==> src/rtl/cpu_ula_ctrl_if.sv <==
// Bus bundle between the ALU sequencer and its neighbours
// (instruction fetch, register file, cpu_ula).
//   master : the sequencer (cpu_ula_ctrl)
//   slave  : the fetch / register-file / ALU side
interface cpu_ula_ctrl_if;
    logic        instr_valid;
    logic [15:0] instr;
    logic        instr_ready;

    logic [2:0]  rf_raddr1;
    logic [2:0]  rf_raddr2;
    logic [15:0] rf_rdata1;
    logic [15:0] rf_rdata2;
    logic        rf_we;
    logic [2:0]  rf_waddr;
    logic [15:0] rf_wdata;

    logic [2:0]  ula_op_code;
    logic [15:0] ula_src1;
    logic [15:0] ula_src2;
    logic [15:0] ula_op_result;
    logic        ula_done;

    logic        busy;
    logic        wb_done;
    logic        err_illegal;
    logic        err_timeout;

    modport master (
        input  instr_valid, instr, rf_rdata1, rf_rdata2, ula_op_result, ula_done,
        output instr_ready, rf_raddr1, rf_raddr2, rf_we, rf_waddr, rf_wdata,
               ula_op_code, ula_src1, ula_src2, busy, wb_done, err_illegal, err_timeout
    );

    modport slave (
        output instr_valid, instr, rf_rdata1, rf_rdata2, ula_op_result, ula_done,
        input  instr_ready, rf_raddr1, rf_raddr2, rf_we, rf_waddr, rf_wdata,
               ula_op_code, ula_src1, ula_src2, busy, wb_done, err_illegal, err_timeout
    );
endinterface

==> src/rtl/cpu_ula_ctrl.sv <==
// Single-issue sequencer: accepts one ALU instruction, reads its operands
// from the register file, strobes cpu_ula for one cycle, waits for done and
// writes the result back. Illegal opcodes and a hung ALU raise one-cycle
// error pulses.
// Ports:
//   clk  - clock, all logic on posedge
//   rst  - synchronous active-high reset
//   bus  - cpu_ula_ctrl_if.master (instruction handshake, RF read/write,
//          ALU operands/strobe/result, status and error pulses)
// Parameter:
//   TIMEOUT - WAIT cycles allowed before abort (3..15)
module cpu_ula_ctrl #(
    parameter int unsigned TIMEOUT = 8
) (
    input  logic           clk,
    input  logic           rst,
    cpu_ula_ctrl_if.master bus
);
    localparam int unsigned CNT_W  = 4;
    localparam int unsigned DATA_W = 16;
    localparam int unsigned IMM_W  = 7;

    localparam logic [2:0] OP_NONE = 3'b000;
    localparam logic [2:0] OP_ADD  = 3'b001;
    localparam logic [2:0] OP_ADDI = 3'b010;
    localparam logic [2:0] OP_SUB  = 3'b011;
    localparam logic [2:0] OP_SUBI = 3'b100;
    localparam logic [2:0] OP_MUL  = 3'b101;

    typedef enum logic [2:0] {
        S_IDLE,
        S_READ,
        S_ISSUE,
        S_WAIT,
        S_WRITE
    } state_t;

    state_t             state;
    logic [2:0]         op_q;
    logic [2:0]         rd_q;
    logic [IMM_W-1:0]   imm_q;
    logic [CNT_W-1:0]   wait_cnt;

    function automatic logic op_legal(input logic [2:0] op);
        return (op == OP_ADD) || (op == OP_ADDI) || (op == OP_SUB) ||
               (op == OP_SUBI) || (op == OP_MUL);
    endfunction

    function automatic logic op_imm(input logic [2:0] op);
        return (op == OP_ADDI) || (op == OP_SUBI);
    endfunction

    // Sequencer; every output is a register updated alongside the state.
    always_ff @(posedge clk) begin
        if (rst) begin
            state           <= S_IDLE;
            op_q            <= OP_NONE;
            rd_q            <= '0;
            imm_q           <= '0;
            wait_cnt        <= '0;
            bus.instr_ready <= 1'b1;
            bus.busy        <= 1'b0;
            bus.rf_raddr1   <= '0;
            bus.rf_raddr2   <= '0;
            bus.rf_we       <= 1'b0;
            bus.rf_waddr    <= '0;
            bus.rf_wdata    <= '0;
            bus.ula_op_code <= OP_NONE;
            bus.ula_src1    <= '0;
            bus.ula_src2    <= '0;
            bus.wb_done     <= 1'b0;
            bus.err_illegal <= 1'b0;
            bus.err_timeout <= 1'b0;
        end else begin
            // strobes default low so each pulse lasts exactly one cycle
            bus.rf_we       <= 1'b0;
            bus.wb_done     <= 1'b0;
            bus.err_illegal <= 1'b0;
            bus.err_timeout <= 1'b0;

            case (state)
                S_IDLE: begin
                    if (bus.instr_valid) begin
                        op_q            <= bus.instr[15:13];
                        rd_q            <= bus.instr[12:10];
                        imm_q           <= bus.instr[6:0];
                        bus.rf_raddr1   <= bus.instr[9:7];
                        bus.rf_raddr2   <= bus.instr[6:4];
                        // decided at acceptance so the pulse lines up with READ
                        bus.err_illegal <= !op_legal(bus.instr[15:13]);
                        bus.instr_ready <= 1'b0;
                        bus.busy        <= 1'b1;
                        state           <= S_READ;
                    end
                end

                S_READ: begin
                    bus.ula_src1 <= bus.rf_rdata1;
                    bus.ula_src2 <= op_imm(op_q) ? {(DATA_W - IMM_W)'(0), imm_q}
                                                 : bus.rf_rdata2;
                    if (!op_legal(op_q)) begin
                        bus.instr_ready <= 1'b1;
                        bus.busy        <= 1'b0;
                        state           <= S_IDLE;
                    end else begin
                        bus.ula_op_code <= op_q;
                        state           <= S_ISSUE;
                    end
                end

                S_ISSUE: begin
                    bus.ula_op_code <= OP_NONE;
                    wait_cnt        <= CNT_W'(1);
                    state           <= S_WAIT;
                end

                S_WAIT: begin
                    // The timeout pulse is committed one edge ahead; a done
                    // arriving in that last WAIT cycle is too late and dropped.
                    if (bus.err_timeout) begin
                        bus.instr_ready <= 1'b1;
                        bus.busy        <= 1'b0;
                        state           <= S_IDLE;
                    end else if (bus.ula_done) begin
                        bus.rf_wdata <= bus.ula_op_result;
                        bus.rf_waddr <= rd_q;
                        bus.rf_we    <= 1'b1;
                        bus.wb_done  <= 1'b1;
                        state        <= S_WRITE;
                    end else begin
                        wait_cnt <= wait_cnt + CNT_W'(1);
                        if (wait_cnt == CNT_W'(TIMEOUT - 1)) begin
                            bus.err_timeout <= 1'b1;
                        end
                    end
                end

                S_WRITE: begin
                    bus.instr_ready <= 1'b1;
                    bus.busy        <= 1'b0;
                    state           <= S_IDLE;
                end

                default: begin
                    bus.instr_ready <= 1'b1;
                    bus.busy        <= 1'b0;
                    bus.ula_op_code <= OP_NONE;
                    state           <= S_IDLE;
                end
            endcase
        end
    end
endmodule

==> src/flat_wrapper.sv <==
// flat-port wrapper written by rule: the top's interface ports become plain ports
module cpu_ula_ctrl_flat 
#(
    parameter int unsigned TIMEOUT = 8
)
  (clk, rst, bus_instr_valid, bus_instr, bus_rf_rdata1, bus_rf_rdata2, bus_ula_op_result, bus_ula_done, bus_instr_ready, bus_rf_raddr1, bus_rf_raddr2, bus_rf_we, bus_rf_waddr, bus_rf_wdata, bus_ula_op_code, bus_ula_src1, bus_ula_src2, bus_busy, bus_wb_done, bus_err_illegal, bus_err_timeout);
  cpu_ula_ctrl_if bus_i ();
  input  logic clk;
  input  logic rst;
  input wire logic [$bits(bus_i.instr_valid)-1:0] bus_instr_valid;
  input wire logic [$bits(bus_i.instr)-1:0] bus_instr;
  input wire logic [$bits(bus_i.rf_rdata1)-1:0] bus_rf_rdata1;
  input wire logic [$bits(bus_i.rf_rdata2)-1:0] bus_rf_rdata2;
  input wire logic [$bits(bus_i.ula_op_result)-1:0] bus_ula_op_result;
  input wire logic [$bits(bus_i.ula_done)-1:0] bus_ula_done;
  output wire logic [$bits(bus_i.instr_ready)-1:0] bus_instr_ready;
  output wire logic [$bits(bus_i.rf_raddr1)-1:0] bus_rf_raddr1;
  output wire logic [$bits(bus_i.rf_raddr2)-1:0] bus_rf_raddr2;
  output wire logic [$bits(bus_i.rf_we)-1:0] bus_rf_we;
  output wire logic [$bits(bus_i.rf_waddr)-1:0] bus_rf_waddr;
  output wire logic [$bits(bus_i.rf_wdata)-1:0] bus_rf_wdata;
  output wire logic [$bits(bus_i.ula_op_code)-1:0] bus_ula_op_code;
  output wire logic [$bits(bus_i.ula_src1)-1:0] bus_ula_src1;
  output wire logic [$bits(bus_i.ula_src2)-1:0] bus_ula_src2;
  output wire logic [$bits(bus_i.busy)-1:0] bus_busy;
  output wire logic [$bits(bus_i.wb_done)-1:0] bus_wb_done;
  output wire logic [$bits(bus_i.err_illegal)-1:0] bus_err_illegal;
  output wire logic [$bits(bus_i.err_timeout)-1:0] bus_err_timeout;
  assign bus_i.instr_valid = bus_instr_valid;
  assign bus_i.instr = bus_instr;
  assign bus_i.rf_rdata1 = bus_rf_rdata1;
  assign bus_i.rf_rdata2 = bus_rf_rdata2;
  assign bus_i.ula_op_result = bus_ula_op_result;
  assign bus_i.ula_done = bus_ula_done;
  assign bus_instr_ready = bus_i.instr_ready;
  assign bus_rf_raddr1 = bus_i.rf_raddr1;
  assign bus_rf_raddr2 = bus_i.rf_raddr2;
  assign bus_rf_we = bus_i.rf_we;
  assign bus_rf_waddr = bus_i.rf_waddr;
  assign bus_rf_wdata = bus_i.rf_wdata;
  assign bus_ula_op_code = bus_i.ula_op_code;
  assign bus_ula_src1 = bus_i.ula_src1;
  assign bus_ula_src2 = bus_i.ula_src2;
  assign bus_busy = bus_i.busy;
  assign bus_wb_done = bus_i.wb_done;
  assign bus_err_illegal = bus_i.err_illegal;
  assign bus_err_timeout = bus_i.err_timeout;
  cpu_ula_ctrl #(.TIMEOUT(TIMEOUT)) u_core (.clk(clk), .rst(rst), .bus(bus_i));
endmodule
==> config.mk <==
export PLATFORM = sky130hd
export DESIGN_NAME = cpu_ula_ctrl_flat
export DESIGN_NICKNAME = d
export VERILOG_FILES = /design/src/rtl/cpu_ula_ctrl_if.sv /design/src/rtl/cpu_ula_ctrl.sv /design/src/flat_wrapper.sv
export SDC_FILE = /design/constraint.sdc
export NUM_CORES = 1
export LEC_CHECK = 0
export CAP_MARGIN = 10
export CORE_MARGIN = 1
export CORE_UTILIZATION = 46
export CTS_CLUSTER_DIAMETER = 40
export CTS_CLUSTER_SIZE = 30
export DETAILED_ROUTE_END_ITERATION = 8
export PLACE_DENSITY = 0.85
export SYNTH_ARGS = -nofsm -noshare
export SYNTH_HDL_FRONTEND = slang
export SYNTH_SLANG_ARGS = --single-unit
==> constraint.sdc <==
create_clock -name clk -period 4 [get_ports clk]
set_input_delay 0.6 -clock clk [delete_from_list [all_inputs] [get_ports clk]]
set_output_delay 0.6 -clock clk [all_outputs]
set_load 0.01 [all_outputs]
Word level (Yosys, flattened, before mapping)
Cells that the tools add are included.
- register bits: 85
- bits of input ports: 68
- reduce and logical (&&, ||, !) cells: 22
- bitwise operators: 6
- eq/ne operators: 22
- add/sub/neg operators: 1
- muxes and demuxes: 21
- operator list (kind ; count):
    3-bit by 2-bit == test with 1-bit output (second input constant) ; 6
    16-bit two-way mux ; 1
    3-bit == test (second input constant) ; 5
    3-bit two-way mux ; 4
    3-bit case mux with 4 select lines ; 1
    3-bit by 1-bit == test with 1-bit output (second input constant) ; 3
    1-bit logical OR ; 9
    3-bit OR reduction ; 3
    1-bit two-way mux ; 8
    4-bit two-way mux ; 2
    2-bit inequality test (second input constant) ; 4
    1-bit case mux with 4 select lines ; 2
    4-bit case mux with 2 select lines ; 1
    1-bit inverter ; 6
    3-bit case mux with 2 select lines ; 1
    2-bit AND reduction ; 3
    3-bit AND reduction ; 2
    4-bit by 1-bit adder with 4-bit output (second input constant) ; 1
    4-bit by 3-bit == test with 1-bit output (second input constant) ; 1
    2-bit by 1-bit inequality test with 1-bit output (second input constant) ; 2
    4-bit AND reduction ; 1
    4-bit OR reduction ; 1
    3-bit logical NOT ; 1
    3-bit by 2-bit inequality test with 1-bit output (second input constant) ; 1
    3 further kinds ; 3

Logic depth before layout (Yosys ltp)
- word-level depth: 7
- gate-level depth with buffers: 7

Least setup slack after synthesis
Ideal clock, no wire load.
- path kind: in2reg
- start point: input bus_instr_valid
- end point: register u_core.bus.instr_ready
- required time: 3.870 ns
- stages: 5
- library setup time: 0.130 ns
- arrival time: 1.432 ns
- setup slack: 2.438 ns
- path through: or4b_1 buf_2 buf_6 nand2_1 o211ai_1
- longest elaborated chain between the ends: 2
- ends and longest elaborated chain (item ; RTL line ; source):
    from (decl) ; flat_wrapper.sv:10 ; input wire logic [$bits(bus_i.instr_valid)-1:0] bus_instr_valid;
    2-bit inequality test (no line) ; n/a ;
    4-bit AND reduction (no line) ; n/a ;
    to (signal assigned) ; cpu_ula_ctrl.sv:61 ; bus.instr_ready <= 1'b1;
    to (signal assigned) ; cpu_ula_ctrl.sv:91 ; bus.instr_ready <= 1'b0;
    to (signal assigned) ; cpu_ula_ctrl.sv:102 ; bus.instr_ready <= 1'b1;
    to (decl) ; cpu_ula_ctrl_if.sv:31 ; output instr_ready, rf_raddr1, rf_raddr2, rf_we, rf_waddr, rf_wdata,
No other way between the ends.
A chain may end at the register's enable or synchronous reset.

Worst setup path in the final report
- start point: input bus_ula_done
- end point: register u_core.bus.rf_wdata[15]
- longest elaborated chain between the ends: 1
- ends and longest elaborated chain (item ; RTL line ; source):
    from (decl) ; flat_wrapper.sv:15 ; input wire logic [$bits(bus_i.ula_done)-1:0] bus_ula_done;
    3-bit AND reduction (no line) ; n/a ;
    to (signal assigned) ; cpu_ula_ctrl.sv:125 ; bus.rf_wdata <= bus.ula_op_result;
    to (decl) ; cpu_ula_ctrl_if.sv:31 ;
No other way between the ends.

==> impl_results.md <==
- Status: finished, final reports clean
- Layout cells sized above 1: 4.52%
- Rel. slew slack: 19.3%
- Worst-path clk slew: 0.08 ns
- CP required: 4.20 ns
- Place WS: between 1 and 1.5 ns
- Clk_lat worst skew: 0.35 ns
- Slew @ Worst Pin: 1.21 ns
- HPWL Detailed: 5790 µm
- Min-Delay Startpoint: u_core.bus.ula_src2[15]$_SDFFE_PP0N_
- Final number of setup-violating endpoints: 0
- RSZ-0062 raised after global routing: false
- Distinct cells, synth: 39
- Pwr Density: 374 mW/mm²
- Drt first pass iters: 4
- Core ar.: just under 0.007 mm²
- Sink Count: around 80
- Maximum clock path buffer count: 2
- Synthesized area per cell: between 8 and 9 µm²
- Reg2reg start: u_core.state[0]$_SDFFE_PP0P_
- CTS resizes: 0
- Antenna diode count: 0
- YS warnings: 0
- Element type at the critical path start: input port
- Fillers: 585
- Worst VDD drop: 0.227 mV
- Worst-case reg-to-reg path depth: 3
- Critical path class: input port to register
- Vias in the first global route: 3056
- First-pass GRT wire length: 13900 µm
- CTS tree: yes
- Top-count cell post-synth: dfxtp_1
- WHS Path Cells: 2
- Sink of the worst hold path: u_core.bus.ula_src2[15]$_SDFFE_PP0N_
- Vias post-DR: 3190
- Routability cong.: 0.793
- Full die area: roughly 0.0075 mm²
- Initial Util: 48.0%
- Initial antenna violation count: 0
- Clock Tree Root: clkbuf_8
- Clock skew: 0.0118 ns
- Synth top cells by count: dfxtp_1, nand2_1, a21oi_1
- Most used flip-flop cell after synthesis: dfxtp_1
- Hold/Removal Path Class: register to register
- Sequential-to-total area share from yosys stat: approximately half
- Worst setup margin: about 1.6 ns
- Post-route clock period utilization: 59.1%
- Setup_tns: 0 ns
- Routed wire length: 8610 µm
- Layout Nets: 574
- CP Capture Type: register
- Share of the synthesized area in the top cell type: about 50%
- Mapped Area: about 0.0033 mm²
- RR Endpoint: u_core.bus.ula_src2[11]$_SDFFE_PP0N_
- DRC errors left: 0
- F_max: 0.423 GHz
- DIE WIDTH: 86.6 µm
- Area growth from synthesis to layout: 45.0%
- GRT Total Usage: 23.5%
- Ports: 134
- Port buffer count: 133
- CP Data Arrival Time: 2.56 ns
- Row count: 30
- Cells after Synth: 398
- Syn Nets: around 470
- Post-synth top area cell: dfxtp_1
- Die Ht: 86.6 µm
- Final ANT Viol Nets: 0
- CTS buffer count: 9
- Hold_ws: 0.453 ns
- Iter 0 DRT Violations: 98
- Async S/R FF share, synth: 0%
- Dominant cells by area after synthesis: dfxtp_1, a21oi_1, nand2_1, o21ai_0, nand3_1
- Post-CTS setup buffers: 0
- Routed len/inst: between 10 and 15 µm
- R2R setup slack: 1.68 ns
- Largest net degree at the start of global routing: between 50 and 60
- CP max FO: 23
- Number of enable flip-flop cells after synthesis: 0
- Max-slew violations: 0
- Time the worst path needs with I/O delays and setup: 2.37 ns
- Cts hold-fix bufs: 0
- Yosys reg bits: 82
- Via/cell ratio: 5.27
- Max cap viols: 0
- Gr ovfl total: 0
- Lkg Pwr: 0.00164 µW
- Final core occ: a little over two thirds
- H-tree Lvls: 3
- Hold Vio Cnt, Final: 0
[cell type report]
| type | instances | area [µm²] | share of cell area [%] |
|---|---|---|---|
| clock buffer | 11 | 141 | 2.96 |
| clock inverter | 4 | 52.6 | 1.10 |
| inverter | 3 | 11.3 | 0.236 |
| multi-input combinational | 273 | 1460 | 30.6 |
| sequential | 82 | 1640 | 34.4 |
| tap | 96 | 120 | 2.51 |
| timing repair buffer | 136 | 1350 | 28.2 |
[how the worst max path moves through the flow]
stage,slack [ns],end,from,cells past startpoint
5_1_grt,1.48,u_core.bus.rf_wdata[3]$_SDFFE_PP0P_,bus_ula_done,4
6_report,1.63,u_core.bus.rf_wdata[15]$_SDFFE_PP0P_,bus_ula_done,4
3_5_place_dp,1.29,u_core.bus.rf_wdata[15]$_SDFFE_PP0P_,bus_ula_done,4
4_1_cts,1.65,u_core.bus.rf_wdata[15]$_SDFFE_PP0P_,bus_ula_done,4
2_1_floorplan,2.44,u_core.bus.instr_ready$_SDFFE_PP1P_,bus_instr_valid,5
3_3_place_gp,1.36,u_core.bus.rf_wdata[4]$_SDFFE_PP0P_,bus_ula_done,4
[power breakdown]
group / internal, µW / total (µW) / switching, µW
logic: 162 / 306 / 145
registers: 860 / 895 / 35.5
clock network: 302 / 585 / 283
[per-stage QoR]
step / instances / total power (µW) / cell area [µm²]
finish: 605 / 1790 / 4780
detailed placement: 590 / 1220 / 4580
global route: 605 / 1870 / 4780
CTS: 605 / 1800 / 4780
floorplan: 398 / 1060 / 3300
global placement: 590 / 1210 / 4580
[logic make-up after synthesis]
kind of cell,count (synthesis),share of synthesized area [%]
adders and majority gates,1,0.380
DFF,82,49.8
AOI/OAI and AO/OA,128,22.3
and+or+nand+nor,143,21.3
buffers and inverters,43,6.00
xor gates and xnor gates,1,0.266
[state kept, by name (all words and copies together) (netlist names), 4 cells and up]
name	count
u_core.bus.rf_wdata	16
u_core.bus.ula_src1	16
u_core.bus.ula_src2	16
u_core.imm_q	6
u_core.wait_cnt	4
[cell usage in the layout, fill, tap and decap left out, types with 2 or more instances in the layout]
cell type,n
clkdlybuf4s50_1,132
dfxtp_1,82
nand2_1,78
a21oi_1,68
o21ai_0,24
nand3_1,21
o211ai_1,13
nor2_1,11
clkbuf_8,10
nor4_1,8
o21bai_1,7
a211oi_1,7
nor3_1,5
nor2b_1,5
inv_1,3
clkinvlp_4,3
buf_4,3
or4b_1,2
a21o_1,2
nor4bb_1,2
o31ai_1,2
or4_1,2
[per-layer routing]
metal	vias up	part of all wire, %	global-route usage [%]
met5	-	0	0
met4	0	1.2	10.0
met3	6	7.4	6.38
met2	105	49	41.1
met1	1476	43	27.0
li1	1603	-	-
[critical path, stage by stage]
cell and delay (ns):
clkdlybuf4s50_1 0.98, inv_1 0.53, o21ai_0 0.32, a21oi_1 0.12
Power figures use the tool's default switching activity.
